## src/rtl/hazard_ctrl_if.sv

```systemverilog
// Pipeline <-> hazard controller bundle: ID/EX/MEM/WB register info in,
// stall/flush/forward controls, ecall handshake and perf counters out.
interface hazard_ctrl_if #(
    parameter int unsigned RegAddrBits = 5,
    parameter int unsigned RsltSrcBits = 2,
    parameter int unsigned CNT_WIDTH   = 32
);
    logic [RegAddrBits-1:0] rs1_D, rs2_D;
    logic [RegAddrBits-1:0] rs1_E, rs2_E, rd_E;
    logic [RegAddrBits-1:0] rd_M, rd_W;
    logic                   regWrite_E, regWrite_M, regWrite_W;
    logic [RsltSrcBits-1:0] resultSrc_E;
    logic                   pcSrc_E;
    logic                   ecall_E;
    logic                   ecall_ack;

    logic                   stall_F, stall_D;
    logic                   flush_D, flush_E;
    logic [1:0]             forwardA_E, forwardB_E;
    logic                   ecall_req;
    logic [CNT_WIDTH-1:0]   stall_cycles, redirect_count;

    modport master (
        output rs1_D, rs2_D, rs1_E, rs2_E, rd_E, rd_M, rd_W,
        output regWrite_E, regWrite_M, regWrite_W, resultSrc_E,
        output pcSrc_E, ecall_E, ecall_ack,
        input  stall_F, stall_D, flush_D, flush_E, forwardA_E, forwardB_E,
        input  ecall_req, stall_cycles, redirect_count
    );

    modport slave (
        input  rs1_D, rs2_D, rs1_E, rs2_E, rd_E, rd_M, rd_W,
        input  regWrite_E, regWrite_M, regWrite_W, resultSrc_E,
        input  pcSrc_E, ecall_E, ecall_ack,
        output stall_F, stall_D, flush_D, flush_E, forwardA_E, forwardB_E,
        output ecall_req, stall_cycles, redirect_count
    );
endinterface

```

## src/rtl/hazard_ctrl.sv

```systemverilog
// Hazard/forwarding controller for the 5-stage core: load-use stall, branch flush,
// EX operand forwarding, ecall drain/handshake FSM and saturating hazard counters.
module hazard_ctrl #(
    parameter int unsigned            RegAddrBits  = 5,
    parameter int unsigned            RsltSrcBits  = 2,
    parameter logic [RsltSrcBits-1:0] LOAD_SRC     = 2'b01,
    parameter int unsigned            DRAIN_CYCLES = 2,
    parameter int unsigned            CNT_WIDTH    = 32
) (
    input logic          clk,
    input logic          reset,
    hazard_ctrl_if.slave hz_io
);

    localparam logic [1:0] StIdle    = 2'd0;
    localparam logic [1:0] StDrain   = 2'd1;
    localparam logic [1:0] StWaitAck = 2'd2;

    localparam logic [3:0] DrainInit = 4'(DRAIN_CYCLES - 1);

    logic [1:0]           state_q, state_d;
    logic [3:0]           cnt_q, cnt_d;
    logic                 req_q, req_d;
    logic [CNT_WIDTH-1:0] stall_cnt_q, stall_cnt_d;
    logic [CNT_WIDTH-1:0] redir_cnt_q, redir_cnt_d;

    logic lw, ecall_busy, stall;

    // MEM beats WB; x0 is never a forwarding source.
    function automatic logic [1:0] fwd_sel(input logic [RegAddrBits-1:0] src,
                                           input logic [RegAddrBits-1:0] rd_m,
                                           input logic [RegAddrBits-1:0] rd_w,
                                           input logic                   we_m,
                                           input logic                   we_w);
        if (we_m && (rd_m != '0) && (rd_m == src)) return 2'b10;
        if (we_w && (rd_w != '0) && (rd_w == src)) return 2'b01;
        return 2'b00;
    endfunction

    assign lw = hz_io.regWrite_E && (hz_io.resultSrc_E == LOAD_SRC) && (hz_io.rd_E != '0) &&
                ((hz_io.rd_E == hz_io.rs1_D) || (hz_io.rd_E == hz_io.rs2_D));

    assign ecall_busy = (state_q != StIdle) || hz_io.ecall_E;
    assign stall      = lw || ecall_busy;

    always_comb begin
        state_d = state_q;
        cnt_d   = cnt_q;
        req_d   = req_q;
        unique case (state_q)
            StIdle: begin
                if (hz_io.ecall_E) begin
                    if (DRAIN_CYCLES == 1) begin
                        state_d = StWaitAck;
                        req_d   = 1'b1;
                    end else begin
                        state_d = StDrain;
                        cnt_d   = DrainInit;
                    end
                end
            end
            StDrain: begin
                // Leaving when the count would hit zero puts req exactly
                // DRAIN_CYCLES edges after the ecall was accepted.
                cnt_d = cnt_q - 4'd1;
                if (cnt_q <= 4'd1) begin
                    state_d = StWaitAck;
                    req_d   = 1'b1;
                end
            end
            StWaitAck: begin
                if (hz_io.ecall_ack) begin
                    state_d = StIdle;
                    req_d   = 1'b0;
                end
            end
            default: begin
                state_d = StIdle;
                cnt_d   = '0;
                req_d   = 1'b0;
            end
        endcase
    end

    always_comb begin
        stall_cnt_d = stall_cnt_q;
        redir_cnt_d = redir_cnt_q;
        if (stall && (stall_cnt_q != '1)) stall_cnt_d = stall_cnt_q + CNT_WIDTH'(1);
        if (hz_io.pcSrc_E && (redir_cnt_q != '1)) redir_cnt_d = redir_cnt_q + CNT_WIDTH'(1);
    end

    always_ff @(posedge clk) begin
        if (reset) begin
            state_q     <= StIdle;
            cnt_q       <= '0;
            req_q       <= 1'b0;
            stall_cnt_q <= '0;
            redir_cnt_q <= '0;
        end else begin
            state_q     <= state_d;
            cnt_q       <= cnt_d;
            req_q       <= req_d;
            stall_cnt_q <= stall_cnt_d;
            redir_cnt_q <= redir_cnt_d;
        end
    end

    // Every output is held low while reset is asserted, including this cycle.
    always_comb begin
        hz_io.stall_F        = 1'b0;
        hz_io.stall_D        = 1'b0;
        hz_io.flush_D        = 1'b0;
        hz_io.flush_E        = 1'b0;
        hz_io.forwardA_E     = 2'b00;
        hz_io.forwardB_E     = 2'b00;
        hz_io.ecall_req      = 1'b0;
        hz_io.stall_cycles   = '0;
        hz_io.redirect_count = '0;
        if (!reset) begin
            hz_io.stall_F        = stall;
            hz_io.stall_D        = stall;
            hz_io.flush_D        = hz_io.pcSrc_E;
            hz_io.flush_E        = stall || hz_io.pcSrc_E;
            hz_io.forwardA_E     = fwd_sel(hz_io.rs1_E, hz_io.rd_M, hz_io.rd_W,
                                           hz_io.regWrite_M, hz_io.regWrite_W);
            hz_io.forwardB_E     = fwd_sel(hz_io.rs2_E, hz_io.rd_M, hz_io.rd_W,
                                           hz_io.regWrite_M, hz_io.regWrite_W);
            hz_io.ecall_req      = req_q;
            hz_io.stall_cycles   = stall_cnt_q;
            hz_io.redirect_count = redir_cnt_q;
        end
    end

endmodule

```

## src/flat_wrapper.sv

```systemverilog
// flat-port wrapper written by rule: the top's interface ports become plain ports
module hazard_ctrl_flat 
#(
    parameter int unsigned            RegAddrBits  = 5,
    parameter int unsigned            RsltSrcBits  = 2,
    parameter logic [RsltSrcBits-1:0] LOAD_SRC     = 2'b01,
    parameter int unsigned            DRAIN_CYCLES = 2,
    parameter int unsigned            CNT_WIDTH    = 32
)
  (clk, reset, hz_io_rs1_D, hz_io_rs2_D, hz_io_rs1_E, hz_io_rs2_E, hz_io_rd_E, hz_io_rd_M, hz_io_rd_W, hz_io_regWrite_E, hz_io_regWrite_M, hz_io_regWrite_W, hz_io_resultSrc_E, hz_io_pcSrc_E, hz_io_ecall_E, hz_io_ecall_ack, hz_io_stall_F, hz_io_stall_D, hz_io_flush_D, hz_io_flush_E, hz_io_forwardA_E, hz_io_forwardB_E, hz_io_ecall_req, hz_io_stall_cycles, hz_io_redirect_count);
  hazard_ctrl_if #(.RegAddrBits(RegAddrBits), .RsltSrcBits(RsltSrcBits), .CNT_WIDTH(CNT_WIDTH)) hz_io_i ();
  input logic clk;
  input logic reset;
  input wire logic [$bits(hz_io_i.rs1_D)-1:0] hz_io_rs1_D;
  input wire logic [$bits(hz_io_i.rs2_D)-1:0] hz_io_rs2_D;
  input wire logic [$bits(hz_io_i.rs1_E)-1:0] hz_io_rs1_E;
  input wire logic [$bits(hz_io_i.rs2_E)-1:0] hz_io_rs2_E;
  input wire logic [$bits(hz_io_i.rd_E)-1:0] hz_io_rd_E;
  input wire logic [$bits(hz_io_i.rd_M)-1:0] hz_io_rd_M;
  input wire logic [$bits(hz_io_i.rd_W)-1:0] hz_io_rd_W;
  input wire logic [$bits(hz_io_i.regWrite_E)-1:0] hz_io_regWrite_E;
  input wire logic [$bits(hz_io_i.regWrite_M)-1:0] hz_io_regWrite_M;
  input wire logic [$bits(hz_io_i.regWrite_W)-1:0] hz_io_regWrite_W;
  input wire logic [$bits(hz_io_i.resultSrc_E)-1:0] hz_io_resultSrc_E;
  input wire logic [$bits(hz_io_i.pcSrc_E)-1:0] hz_io_pcSrc_E;
  input wire logic [$bits(hz_io_i.ecall_E)-1:0] hz_io_ecall_E;
  input wire logic [$bits(hz_io_i.ecall_ack)-1:0] hz_io_ecall_ack;
  output wire logic [$bits(hz_io_i.stall_F)-1:0] hz_io_stall_F;
  output wire logic [$bits(hz_io_i.stall_D)-1:0] hz_io_stall_D;
  output wire logic [$bits(hz_io_i.flush_D)-1:0] hz_io_flush_D;
  output wire logic [$bits(hz_io_i.flush_E)-1:0] hz_io_flush_E;
  output wire logic [$bits(hz_io_i.forwardA_E)-1:0] hz_io_forwardA_E;
  output wire logic [$bits(hz_io_i.forwardB_E)-1:0] hz_io_forwardB_E;
  output wire logic [$bits(hz_io_i.ecall_req)-1:0] hz_io_ecall_req;
  output wire logic [$bits(hz_io_i.stall_cycles)-1:0] hz_io_stall_cycles;
  output wire logic [$bits(hz_io_i.redirect_count)-1:0] hz_io_redirect_count;
  assign hz_io_i.rs1_D = hz_io_rs1_D;
  assign hz_io_i.rs2_D = hz_io_rs2_D;
  assign hz_io_i.rs1_E = hz_io_rs1_E;
  assign hz_io_i.rs2_E = hz_io_rs2_E;
  assign hz_io_i.rd_E = hz_io_rd_E;
  assign hz_io_i.rd_M = hz_io_rd_M;
  assign hz_io_i.rd_W = hz_io_rd_W;
  assign hz_io_i.regWrite_E = hz_io_regWrite_E;
  assign hz_io_i.regWrite_M = hz_io_regWrite_M;
  assign hz_io_i.regWrite_W = hz_io_regWrite_W;
  assign hz_io_i.resultSrc_E = hz_io_resultSrc_E;
  assign hz_io_i.pcSrc_E = hz_io_pcSrc_E;
  assign hz_io_i.ecall_E = hz_io_ecall_E;
  assign hz_io_i.ecall_ack = hz_io_ecall_ack;
  assign hz_io_stall_F = hz_io_i.stall_F;
  assign hz_io_stall_D = hz_io_i.stall_D;
  assign hz_io_flush_D = hz_io_i.flush_D;
  assign hz_io_flush_E = hz_io_i.flush_E;
  assign hz_io_forwardA_E = hz_io_i.forwardA_E;
  assign hz_io_forwardB_E = hz_io_i.forwardB_E;
  assign hz_io_ecall_req = hz_io_i.ecall_req;
  assign hz_io_stall_cycles = hz_io_i.stall_cycles;
  assign hz_io_redirect_count = hz_io_i.redirect_count;
  hazard_ctrl #(.RegAddrBits(RegAddrBits), .RsltSrcBits(RsltSrcBits), .LOAD_SRC(LOAD_SRC), .DRAIN_CYCLES(DRAIN_CYCLES), .CNT_WIDTH(CNT_WIDTH)) u_core (.clk(clk), .reset(reset), .hz_io(hz_io_i));
endmodule
```

## config.mk

```make
export PLATFORM = sky130hd
export DESIGN_NAME = hazard_ctrl_flat
export DESIGN_NICKNAME = d
export VERILOG_FILES = /design/src/rtl/hazard_ctrl_if.sv /design/src/rtl/hazard_ctrl.sv /design/src/flat_wrapper.sv
export SDC_FILE = /design/constraint.sdc
export NUM_CORES = 1
export LEC_CHECK = 0
export ABC_AREA = 1
export BUFFER_PORTS_ARGS = -buffer_cell sky130_fd_sc_hd__buf_2
export CAP_MARGIN = 20
export CORE_MARGIN = 5
export CORE_UTILIZATION = 55
export DETAILED_ROUTE_END_ITERATION = 12
export PLACE_DENSITY = 0.79
export RECOVER_POWER = 100
export SYNTH_ARGS = -nofsm -noshare
export SYNTH_HDL_FRONTEND = slang
export SYNTH_SLANG_ARGS = --single-unit
export TNS_END_PERCENT = 30
```

## constraint.sdc

```tcl
create_clock -name clk -period 2.3 [get_ports clk]
set_input_delay 0.46 -clock clk [delete_from_list [all_inputs] [get_ports clk]]
set_output_delay 0.46 -clock clk [all_outputs]
set_load 0.01 [all_outputs]
```

==> out/metrics.cfg <==
[synthesis]
synth_top_area_cell=sky130_fd_sc_hd__dfxtp_1
synth-edff-count=0
syn-instance-count=913
ffs_w_async_s_r_synth=0
synth_fp_nets=962
synth_cell_type_count=35
synthFlopType=sky130_fd_sc_hd__dfxtp_1
synth_top_cell_area_share=0.274
synth.avg_cell_area_sq_um=5.69
yosysSeqAreaShare=0.274
synthTopCellsByArea=sky130_fd_sc_hd__dfxtp_1 27%, sky130_fd_sc_hd__nand2_1 17%, sky130_fd_sc_hd__nor2_1 14%, sky130_fd_sc_hd__inv_1 9.4%, sky130_fd_sc_hd__nand3_1 6.3%
mappedNetlistArea_sq_um=5190
synth_warnings=0
top_cells_by_count_synth=231 x sky130_fd_sc_hd__nand2_1, 199 x sky130_fd_sc_hd__nor2_1, 130 x sky130_fd_sc_hd__inv_1
number_of_register_bits_inferred_by_synthesis=71
most_repeated_cell_in_the_gate_level_netlist_after_synthesis=sky130_fd_sc_hd__nand2_1

[critical_path]
reg2reg_to=u_core.stall_cnt_q[27]$_SDFFE_PP0P_
required_ns=2.56
worst_r2r_startpoint=u_core.stall_cnt_q[1]$_SDFFE_PP0P_
critPathCaptureType=flop
reg2reg_path_depth=10
critical_path_arrival_ns=2.30
worst_setup_path_start_kind=flop
critPathKind=flop to flop
worst-r2r-setup-slack_ns=0.27
setup.worst_path.start=u_core.stall_cnt_q[1]$_SDFFE_PP0P_
cp_max_fo=8

[floorplan]
floorplan.die.width_um=107
placementRows=35
fp.coreArea_sq_um=9240
area_of_the_die_sq_um=11500
chipHeight_um=107
initial_utilization=0.562
io_pins=118

[finish]
stdcell_count=1154
finish.net_count=1070
n_antenna_cell=0
syn_to_final_growth_pct=15.0
post-route-util=0.647
final_layout_size_suffix_gt1_frac=0.0888
finalInstanceArea_sq_um=5970

[sta]
worst_slack_ns=0.266
setup_total_negative_slack_ns=0
timing.slew.headroom=0.501
hold-worst-slack_ns=0.310
post-route-period-util=0.884
hold_violation_count_in_the_final_report=0
timing.fmax_mhz=492
finClkSkew_ns=0.0105
final-max-slew-violation-count=0
timing_worst_slew_pin_value_ns=0.749
rsz_0062_raised_after_global_routing=false
setup_viol=0
fin_crit_period_ns=2.03

[global_routing]
global_route_congestion_overflow_total=0
grt_antenna_before_repair=0
grt_first_pass_wirelength_mm=23.4
grt_pass1_vias=5232
grt_max_degree=73
gr-usage-all-layers=0.243

[route]
dr.first_iter.drc_count=358
wire_length_per_cell_um=11.9
antenna_left=0
vias=5757
route.final.wire_length_mm=13.8
route.detailed.vias_per_inst=4.99
first_pass_iters=5
drc=0

[pwr]
peakVddDrop_mv=0.288
static-leakage-power_nw=2.42
power_density_nw_per_um2=476
total_power_mw=2.85

[cts]
clkLatencyLatePin_ns=0.36
cts_htree_levels=3
cts-root-buf=sky130_fd_sc_hd__clkbuf_8
post_cts.repair.setup_buffers=0
cts-root-to-sink-buffers=2
clk_pin_slew_worst_paths_ns=0.09
num_clock_sinks=71
tritoncts.num_buffers=9
post_cts_hold_buffer_count=0
cts-resized-gates=0
cts_tree=built

[placed_design]
post-place-ws_ns=0.346
port-buffer-count=117
post-dp-hpwl_mm=10.2
gpl.final_weighted_congestion=0.955
placed_cell_area_sq_um=5880
place_inst=1139

[hold_path]
hold_path_startpoint=hz_io_ecall_ack
holdPathStages=2
holdPathEnd=u_core.state_q[1]$_SDFFE_PP0P_
worst_hold_check_path_type=input port to flop

[status]
run_status=complete, no violations

[run]
maxCapViolations=0

kinds of logic (layout without fill, tap and decap cells):
kind of cell,count (synthesis),in the layout,synth area share
adder cells (fa/ha/maj),4,4,0.00963
flip-flops,71,71,0.274
AO/OA/AOI/OAI,83,83,0.0862
XOR/XNOR,25,25,0.0421
buffers and inverters,160,272,0.124
AND/OR/NAND/NOR,570,570,0.464
worst max-delay path, stage by stage (launching register included):
cell and delay, ns:
sky130_fd_sc_hd__dfxtp_1 0.39, sky130_fd_sc_hd__ha_1 0.18, sky130_fd_sc_hd__nand2_1 0.06, sky130_fd_sc_hd__nor2_2 0.19
sky130_fd_sc_hd__nand2_1 0.11, sky130_fd_sc_hd__nor2_1 0.34, sky130_fd_sc_hd__nand3_4 0.18, sky130_fd_sc_hd__nand2_1 0.20
sky130_fd_sc_hd__nor2_1 0.08, sky130_fd_sc_hd__a21oi_1 0.15, sky130_fd_sc_hd__nor2_1 0.06
cells in the final DEF, fill, tap and decap left out, drive strengths merged:
cell type / instances
a2111oi: 1
a211oi: 2
a21oi: 62
a31oi: 1
buf: 52
bufinv: 2
clkbuf: 84
clkinvlp: 3
dfxtp: 71
ha: 4
inv: 131
nand2: 236
nand3: 67
nand4: 22
nor2: 207
nor3: 31
nor3b: 1
nor4: 1
o21ai: 14
o22ai: 1
o31ai: 1
o41ai: 1
or2: 5
xnor2: 12
xor2: 13
how the worst max path moves through the flow:
stage               depth (start not counted)                                  end  slack, ns
finish                                     10  u_core.stall_cnt_q[27]$_SDFFE_PP0P_       0.27
detailed placement                         10   u_core.redir_cnt_q[7]$_SDFFE_PP0P_       0.35
global placement                           10   u_core.redir_cnt_q[5]$_SDFFE_PP0P_       0.42
CTS                                        10   u_core.stall_cnt_q[3]$_SDFFE_PP0P_       0.34
floorplan                                   6                  hz_io_forwardA_E[0]       0.44
global route                               10   u_core.redir_cnt_q[5]$_SDFFE_PP0P_       0.05
power by group:
group          internal [mW]  switching [mW]  total [mW]
clock network          0.634           0.519        1.15
logic                  0.151           0.256       0.407
registers               1.26          0.0287        1.29
state kept, by name (all words and copies together), names as in the netlist:
name and flops:
u_core.state_q 2, u_core.redir_cnt_q 32, u_core.cnt_q 4, u_core.stall_cnt_q 32, u_core.req_q 1
area by class of cell:
cell class	count	area, sq um
Fill cell	937	3270
Multi-Input combinational cell	682	3110
Sequential cell	71	1420
Timing Repair Buffer	126	574
Inverter	131	492
Tap cell	129	161
Clock buffer	10	138
Clock inverter	5	82.6
routing by layer:
metal | vias up | wire length, um | GRT usage
met4 | 0 | 253 | 0.0804
met2 | 166 | 6560 | 0.414
met3 | 20 | 713 | 0.0247
li1 | 3060 | - | -
met5 | - | 0 | 0
met1 | 2511 | 6230 | 0.321
Power figures use the tool's default switching activity.
